## config.mk

```make
export PLATFORM = sky130hd
export DESIGN_NAME = digital_clock_multi
export DESIGN_NICKNAME = d
export VERILOG_FILES = /design/src/rtl/digital_clock_pkg.sv /design/src/rtl/hms_counter.sv /design/src/rtl/digital_clock_multi.sv
export SDC_FILE = /design/constraint.sdc
export NUM_CORES = 1
export LEC_CHECK = 0
export CORE_ASPECT_RATIO = 1.75
export CORE_UTILIZATION = 35
export DETAILED_ROUTE_END_ITERATION = 10
export MAX_ROUTING_LAYER = met4
export PLACE_DENSITY_LB_ADDON = 0.25
export RECOVER_POWER = 25
export SYNTH_ARGS = -nofsm -noshare
export SYNTH_HDL_FRONTEND = slang
export SYNTH_SLANG_ARGS = --single-unit
```

## constraint.sdc

```tcl
create_clock -name clk -period 5.3 [get_ports clk]
set_input_delay 0.795 -clock clk [delete_from_list [all_inputs] [get_ports clk]]
set_output_delay 0.795 -clock clk [all_outputs]
set_load 0.005 [all_outputs]
```

## src/rtl/digital_clock_pkg.sv

```systemverilog
// rtl/digital_clock_pkg.sv - shared encodings, limits and time helper for the digital clock
package digital_clock_pkg;

    typedef enum logic [1:0] {
        MODE_CLOCK     = 2'b00,
        MODE_SET_ALARM = 2'b01,
        MODE_STOPWATCH = 2'b10,
        MODE_SET_TIME  = 2'b11
    } mode_t;

    typedef enum logic [1:0] {
        FLD_HOUR = 2'd0,
        FLD_MIN  = 2'd1,
        FLD_EN   = 2'd2
    } field_t;

    localparam logic [4:0] MAX_HOUR = 5'd23;
    localparam logic [5:0] MAX_MIN  = 6'd59;

    typedef struct packed {
        logic [4:0] h;
        logic [5:0] m;
    } hm_t;

    // Adds up to 59 minutes to hh:mm, carrying into the hour and wrapping 23 -> 0.
    function automatic hm_t add_minutes(input logic [4:0] h, input logic [5:0] m,
                                        input logic [5:0] delta);
        hm_t        r;
        logic [6:0] sum;
        sum = {1'b0, m} + {1'b0, delta};
        r.h = h;
        r.m = sum[5:0];
        if (sum > {1'b0, MAX_MIN}) begin
            r.m = 6'(sum - 7'd60);
            r.h = (h == MAX_HOUR) ? 5'd0 : h + 5'd1;
        end
        return r;
    endfunction

endpackage

```

## src/rtl/hms_counter.sv

```systemverilog
// rtl/hms_counter.sv - hh:mm:ss counter with clear, load and enable
module hms_counter
    import digital_clock_pkg::*;
(
    input  logic       clk,
    input  logic       rst,
    input  logic       en,
    input  logic       clr,
    input  logic       load,
    input  logic [4:0] load_h,
    input  logic [5:0] load_m,
    output logic [4:0] h,
    output logic [5:0] m,
    output logic [5:0] s
);

    // Clear beats load beats count; a load always restarts the seconds at zero.
    always_ff @(posedge clk) begin
        if (!rst || clr) begin
            h <= '0;
            m <= '0;
            s <= '0;
        end else if (load) begin
            h <= load_h;
            m <= load_m;
            s <= '0;
        end else if (en) begin
            if (s == MAX_MIN) begin
                s <= '0;
                if (m == MAX_MIN) begin
                    m <= '0;
                    h <= (h == MAX_HOUR) ? 5'd0 : h + 5'd1;
                end else begin
                    m <= m + 6'd1;
                end
            end else begin
                s <= s + 6'd1;
            end
        end
    end

endmodule

```

## src/rtl/digital_clock_multi.sv

```systemverilog
// rtl/digital_clock_multi.sv - multi-alarm 12/24 h clock with snooze, timed ring and stopwatch
module digital_clock_multi
    import digital_clock_pkg::*;
#(
    parameter int  TICKS_PER_SEC = 1,
    parameter int  NUM_ALARMS    = 4,
    parameter int  SNOOZE_MIN    = 5,
    parameter int  RING_SEC      = 60,
    localparam int AW            = (NUM_ALARMS > 1) ? $clog2(NUM_ALARMS) : 1
) (
    input  logic          clk,
    input  logic          rst,
    input  logic          twelve_24,
    input  logic [1:0]    mode_sel,
    input  logic [AW-1:0] alarm_idx,
    input  logic          toggle,
    input  logic          incr,
    input  logic          set_time,
    input  logic          set_alarm,
    input  logic          start_stop,
    input  logic          reset_sw_al,
    input  logic          snooze,
    input  logic          dismiss,
    output logic [4:0]    hours,
    output logic [5:0]    minutes,
    output logic [5:0]    seconds,
    output logic          am_pm,
    output logic          alarm_signal,
    output logic [AW-1:0] alarm_src
);

    localparam int PW = (TICKS_PER_SEC > 1) ? $clog2(TICKS_PER_SEC) : 1;
    localparam int RW = $clog2(RING_SEC + 1);

    mode_t         mode;
    mode_t         mode_q;
    logic [AW-1:0] idx_q;
    logic [6:0]    btn_now;
    logic [6:0]    btn_q;
    logic [6:0]    btn_rise;

    logic          in_edit;
    logic          edit_load;
    logic          set_time_ev;
    logic          set_alarm_ev;
    logic          sw_toggle_ev;
    logic          sw_clr_ev;
    logic          snooze_ev;
    logic          dismiss_ev;

    logic [PW-1:0] presc;
    logic          tick;
    logic          tick_eff;
    logic          sec_wrap;

    logic [4:0]    time_h;
    logic [5:0]    time_m;
    logic [5:0]    time_s;
    logic [4:0]    sw_h;
    logic [5:0]    sw_m;
    logic [5:0]    sw_s;
    logic          sw_run;

    field_t        field_q;
    field_t        field_nxt;
    logic [4:0]    edit_h;
    logic [5:0]    edit_m;
    logic          edit_en;

    logic [4:0]    alarm_h [NUM_ALARMS];
    logic [5:0]    alarm_m [NUM_ALARMS];
    logic [NUM_ALARMS-1:0] alarm_en;

    hm_t           new_hm;
    logic          slot_hit;
    logic [AW-1:0] slot_sel;
    logic          snooze_hit;
    logic          snooze_pend;
    hm_t           snooze_tgt;
    logic [RW-1:0] ring_cnt;

    logic [4:0]    disp_h;

    assign mode    = mode_t'(mode_sel);
    assign btn_now = {dismiss, snooze, reset_sw_al, start_stop, set_alarm, set_time, toggle};
    assign btn_rise = btn_now & ~btn_q;

    assign in_edit      = (mode == MODE_SET_ALARM) || (mode == MODE_SET_TIME);
    assign edit_load    = (in_edit && (mode != mode_q)) ||
                          ((mode == MODE_SET_ALARM) && (alarm_idx != idx_q));
    assign set_time_ev  = btn_rise[1] && (mode == MODE_SET_TIME);
    assign set_alarm_ev = btn_rise[2] && (mode == MODE_SET_ALARM);
    assign sw_toggle_ev = btn_rise[3] && (mode == MODE_STOPWATCH);
    assign sw_clr_ev    = btn_rise[4] && (mode == MODE_STOPWATCH);
    assign snooze_ev    = btn_rise[5];
    assign dismiss_ev   = btn_rise[6];

    // Committing a new time swallows a coincident tick so the committed seconds stay at zero.
    assign tick     = (presc == PW'(TICKS_PER_SEC - 1));
    assign tick_eff = tick && !set_time_ev;
    assign sec_wrap = tick_eff && (time_s == MAX_MIN);
    assign new_hm   = add_minutes(time_h, time_m, 6'd1);

    // Previous-cycle copies of edge inputs, mode and slot index for edge and entry detection.
    always_ff @(posedge clk) begin
        if (!rst) begin
            btn_q  <= '0;
            mode_q <= MODE_CLOCK;
            idx_q  <= '0;
        end else begin
            btn_q  <= btn_now;
            mode_q <= mode;
            idx_q  <= alarm_idx;
        end
    end

    // Seconds prescaler; a time commit realigns it so a full second follows the commit.
    always_ff @(posedge clk) begin
        if (!rst || tick || set_time_ev) begin
            presc <= '0;
        end else begin
            presc <= presc + PW'(1);
        end
    end

    hms_counter u_time (
        .clk    (clk),
        .rst    (rst),
        .en     (tick_eff),
        .clr    (1'b0),
        .load   (set_time_ev),
        .load_h (edit_h),
        .load_m (edit_m),
        .h      (time_h),
        .m      (time_m),
        .s      (time_s)
    );

    hms_counter u_stopwatch (
        .clk    (clk),
        .rst    (rst),
        .en     (tick && sw_run),
        .clr    (sw_clr_ev),
        .load   (1'b0),
        .load_h (5'd0),
        .load_m (6'd0),
        .h      (sw_h),
        .m      (sw_m),
        .s      (sw_s)
    );

    // Stopwatch run flag: clearing also stops it.
    always_ff @(posedge clk) begin
        if (!rst || sw_clr_ev) begin
            sw_run <= 1'b0;
        end else if (sw_toggle_ev) begin
            sw_run <= ~sw_run;
        end
    end

    // Edit field register.
    always_ff @(posedge clk) begin
        if (!rst) begin
            field_q <= FLD_HOUR;
        end else begin
            field_q <= field_nxt;
        end
    end

    // Edit field sequencing: the enable field only exists while editing an alarm.
    always_comb begin
        field_nxt = field_q;
        if (edit_load) begin
            field_nxt = FLD_HOUR;
        end else if (in_edit && btn_rise[0]) begin
            case (field_q)
                FLD_HOUR: field_nxt = FLD_MIN;
                FLD_MIN:  field_nxt = (mode == MODE_SET_ALARM) ? FLD_EN : FLD_HOUR;
                default:  field_nxt = FLD_HOUR;
            endcase
        end
    end

    // Edit buffer: reloaded on mode entry or slot change, otherwise stepped by incr.
    always_ff @(posedge clk) begin
        if (!rst) begin
            edit_h  <= '0;
            edit_m  <= '0;
            edit_en <= 1'b0;
        end else if (edit_load) begin
            if (mode == MODE_SET_ALARM) begin
                edit_h  <= alarm_h[alarm_idx];
                edit_m  <= alarm_m[alarm_idx];
                edit_en <= alarm_en[alarm_idx];
            end else begin
                edit_h  <= time_h;
                edit_m  <= time_m;
                edit_en <= 1'b0;
            end
        end else if (in_edit && incr) begin
            case (field_q)
                FLD_HOUR: edit_h  <= (edit_h == MAX_HOUR) ? 5'd0 : edit_h + 5'd1;
                FLD_MIN:  edit_m  <= (edit_m == MAX_MIN) ? 6'd0 : edit_m + 6'd1;
                FLD_EN:   edit_en <= ~edit_en;
                default:  ;
            endcase
        end
    end

    // Alarm slot storage, written only by an explicit commit.
    always_ff @(posedge clk) begin
        if (!rst) begin
            for (int i = 0; i < NUM_ALARMS; i++) begin
                alarm_h[i] <= '0;
                alarm_m[i] <= '0;
            end
            alarm_en <= '0;
        end else if (set_alarm_ev) begin
            alarm_h[alarm_idx]  <= edit_h;
            alarm_m[alarm_idx]  <= edit_m;
            alarm_en[alarm_idx] <= edit_en;
        end
    end

    // Slot matching against the time the clock is about to show; lowest index wins.
    always_comb begin
        slot_hit = 1'b0;
        slot_sel = '0;
        for (int i = NUM_ALARMS - 1; i >= 0; i--) begin
            if (alarm_en[i] && (alarm_h[i] == new_hm.h) && (alarm_m[i] == new_hm.m)) begin
                slot_hit = 1'b1;
                slot_sel = AW'(i);
            end
        end
    end

    assign snooze_hit = snooze_pend && (snooze_tgt == new_hm);

    // Ring control: a new match outranks dismiss and snooze arriving in the same cycle.
    always_ff @(posedge clk) begin
        if (!rst) begin
            alarm_signal <= 1'b0;
            alarm_src    <= '0;
            ring_cnt     <= '0;
            snooze_pend  <= 1'b0;
            snooze_tgt   <= '0;
        end else if (sec_wrap && (slot_hit || snooze_hit)) begin
            alarm_signal <= 1'b1;
            ring_cnt     <= RW'(RING_SEC);
            if (slot_hit) begin
                alarm_src <= slot_sel;
            end
            if (snooze_hit) begin
                snooze_pend <= 1'b0;
            end
        end else if (dismiss_ev) begin
            alarm_signal <= 1'b0;
            ring_cnt     <= '0;
            snooze_pend  <= 1'b0;
        end else if (snooze_ev && alarm_signal) begin
            alarm_signal <= 1'b0;
            ring_cnt     <= '0;
            snooze_pend  <= 1'b1;
            snooze_tgt   <= add_minutes(time_h, time_m, 6'(SNOOZE_MIN));
        end else if (tick_eff && alarm_signal) begin
            ring_cnt <= ring_cnt - RW'(1);
            if (ring_cnt == RW'(1)) begin
                alarm_signal <= 1'b0;
            end
        end
    end

    // Display mux with 12 h conversion; the stopwatch always shows raw hours.
    always_comb begin
        disp_h  = time_h;
        minutes = time_m;
        seconds = time_s;
        case (mode)
            MODE_SET_ALARM, MODE_SET_TIME: begin
                disp_h  = edit_h;
                minutes = edit_m;
                seconds = 6'd0;
            end
            MODE_STOPWATCH: begin
                disp_h  = sw_h;
                minutes = sw_m;
                seconds = sw_s;
            end
            default: ;
        endcase
        hours = disp_h;
        am_pm = 1'b0;
        if (twelve_24 && (mode != MODE_STOPWATCH)) begin
            if (disp_h == 5'd0) begin
                hours = 5'd12;
            end else if (disp_h == 5'd12) begin
                am_pm = 1'b1;
            end else if (disp_h > 5'd12) begin
                hours = disp_h - 5'd12;
                am_pm = 1'b1;
            end
        end
    end

endmodule

```

==> qor.txt <==
Starting Density: 0.358
Finish-stage setup viols: 0
relative slew slack: -0.133
post-route cell area: 9870 um2
Leak Pwr: 3.62 nW
Slew @ Worst Pin: 1700 ps
Vias/cell: 5.96
worst-case reg-to-reg path depth: 13
P&R area growth vs syn: 14.2%
Clock Sinks: 130
Max Clock Skew: 10.2 ps
fmax: 0.222 GHz
GRT Util Overall: 0.255
commonest non-fill, non-tap cell in the layout: nand2_1
Comb power frac: 0.121
WP buf/inv: 2
final wirelength: 30.3 mm
hold buffer count at CTS: 0
CP startpoint kind: flop
Worst Path Max Fanout: 16
Core Region: 24,100 um2
count of final max-slew check failures: 29
ys async rst share: 0
Worst Setup Path Type: flop to flop
DRC Markers: 0
DIE AREA: 25,400 um2
vias in the first global route: 8,059
status: finished with violations
commonest non-fill, non-tap cells in the layout: 128 x nand2_1, 116 x nor2_1, 86 x dfxtp_1
RR Endpoint: ring_cnt[3]
Seq pwr share: 0.425
number of top-level pins: 36
Clock transition at path regs: 60 ps
critical path's most frequent cell: o31ai_4
Post-Syn Instances: 1,022
Die W: 121 um
ant diodes: 0
switching pwr: 698 uW
Max clock buf depth: 2
post-synth top area share: 0.199
# Max-Cap Violations: 1
final worst-path cycle share: 0.851
Worst R2R Setup Slack: 790 ps
Seq/Total Area, Yosys: 0.352
Die Height: 210 um
post-synthesis register bit count: 130
hold endpoint: snooze_tgt[4]
H-Tree Depth: 4
Synth Cell Area: 8640 um2
Worst Hold Launch: snooze_tgt[4]
Gates resized, CTS repair: 0
total grt overflow: 0
total nets after synthesis: 1,054
drt pass-1 iters: 6
Nets: 1,071
setup repair bufs after CTS: 0
Syn Area/Cell: 8.46 um2
hold-critical path depth: 2
RR Startpoint: u_time.m[1]
initial antenna violation count: 0
RD Place Congestion: 0.978
unrepaired setup endpoints after global routing: no
top cells by area, synth: dfxtp_1 20%, edfxtp_1 15%, nand2_1 5.6%
first-pass GRT wire length: 46.3 mm
CP max stage cell: o31ai_4
worst path cell trace: ha_1 -> xnor2_2 -> inv_2 -> o21ai_1 -> a211oi_1 -> buf_4 -> or2_1 -> o221a_2 -> o2111ai_1 -> o31ai_4 -> o31ai_4 -> nand2b_1 -> o21a_1
clock network power share: 0.454
Post-synth EDFFs: 44
CTS tree: yes
Yosys warnings: 0
root buffer cell: clkbuf_16
minimum clock period after layout: 4510 ps
Top FF cell, synth: dfxtp_1
sw frac: 0.267
Worst EP required: 5620 ps
Num CTS Buffers: 17
area leader, netlist: dfxtp_1
Antenna Violating Nets Remaining: 0
CP peak stage delay: 700 ps
family with the most delay on the worst path: compound AO/OA/AOI/OAI gates
site row count: 75
Pwr Density: 265 nW/um2
area post-placement: 9310 um2
routed vias: 8,106
Clk Latency, worst-skew pair: 440 ps
Synth cell types: 87
final number of hold-violating endpoints: 0
violated checks: max-capacitance violations, max-slew violations
cell-internal power: 1.92 mW
1st-iter DRT viols: 545
# fillers: 2,405
hold crit path type: flop to flop
CP endpoint kind: flop
maximum VDD drop: 0.199 mV
Avg WL per Cell: 22.3 um
largest net degree at the start of global routing: 35
layout cells sized above 1: 0.0922
DP HPWL: 22.5 mm
post-route setup TNS: 0 ps
critical path arrival: 4830 ps
final hold slack: 489 ps
PortBufs: 35
[cell usage after synthesis, types with 6 or more instances]
master	number
a211oi_1	14
and2_1	16
buf_2	12
a31oi_1	7
o211ai_1	8
mux4_2	12
o2111ai_1	9
a21oi_1	52
and3_1	13
xnor2_1	49
o22ai_1	6
nand2_1	128
inv_1	35
o21a_1	8
clkbuf_1	43
xor2_1	31
nor4_1	7
nand4_1	12
ha_1	17
a311oi_1	11
mux2i_1	32
nor2b_1	13
edfxtp_1	44
nor3b_1	7
nor2_1	116
buf_1	6
nand3_1	29
o21ai_0	40
nand2b_1	11
nor3_1	32
dfxtp_1	86
or2_2	8
o31ai_1	6
[kinds of logic (layout without fill, tap and decap cells)]
kind of cell    Yosys count  after routing  share of synthesized area
simple gates            422            422                      0.235
fa+ha+maj                17             17                     0.0246
buf+inv                 101            131                     0.0475
compound gates          220            220                      0.180
other cells               1              1                   0.000434
flops                   130            130                      0.352
mux                      49             49                     0.0756
xor+xnor                 82             82                     0.0848
[how the worst max path moves through the flow]
| stage | slack, ps | depth (start not counted) | endpoint | from |
|---|---|---|---|---|
| after CTS | 840 | 13 | ring_cnt[3] | u_time.m[1] |
| final | 790 | 13 | ring_cnt[3] | u_time.m[1] |
| after global routing | 500 | 12 | alarm_signal | u_time.m[1] |
| after detailed placement | 850 | 13 | ring_cnt[3] | u_time.m[1] |
| after floorplan | 1500 | 15 | snooze_tgt[1] | u_time.m[0] |
| after global placement | 990 | 14 | ring_cnt[5] | u_time.m[0] |
[through the flow]
step / setup WS, ps / util / instances / power, mW
after global routing: 496 / 0.409 / 1360 / 2.69
after detailed placement: 846 / 0.386 / 1328 / 1.45
after floorplan: 1500 / - / 1022 / 1.32
after global placement: 991 / 0.386 / 1328 / 1.45
after CTS: 843 / 0.410 / 1360 / 2.62
final: 787 / 0.409 / 1360 / 2.62
[layout make-up]
| cell class | count | area, um2 | share of cell area |
|---|---|---|---|
| Clock inverter | 12 | 139 | 0.0141 |
| Clock buffer | 20 | 437 | 0.0442 |
| Inverter | 37 | 139 | 0.0141 |
| Sequential cell | 130 | 3040 | 0.308 |
| Multi-Input combinational cell | 791 | 5190 | 0.526 |
| Tap cell | 308 | 385 | 0.0390 |
| Timing Repair Buffer | 62 | 539 | 0.0546 |
[power by group through the flow]
stage,Clock [mW],Sequential (mW),Combinational [mW]
detailed placement,0,1.13,0.314
floorplan,0,1.10,0.215
global placement,0,1.13,0.314
CTS,1.20,1.11,0.316
global route,1.24,1.11,0.344
finish,1.19,1.11,0.318
[registers in the layout (all words and copies together), names as in the netlist, 7 cells and up]
name        flops
alarm_h        20
btn_q           7
alarm_m        24
snooze_tgt     11
[tightest hold or removal path, delay by kind of cell, from the launching register on]
family,cells,cell delay [ps]
simple gates,1,60
flops,1,330
mux,1,50
[layer usage]
layer	routed length, um	global-route usage	vias up	share of wire
li1	-	-	3717	-
met1	10800	0.247	3951	0.36
met2	16200	0.462	321	0.54
met3	1360	0.0418	117	0.045
met4	1900	0.163	0	0.063
met5	0	-	-	0
Note: power is estimated with default switching activity, not from simulation.
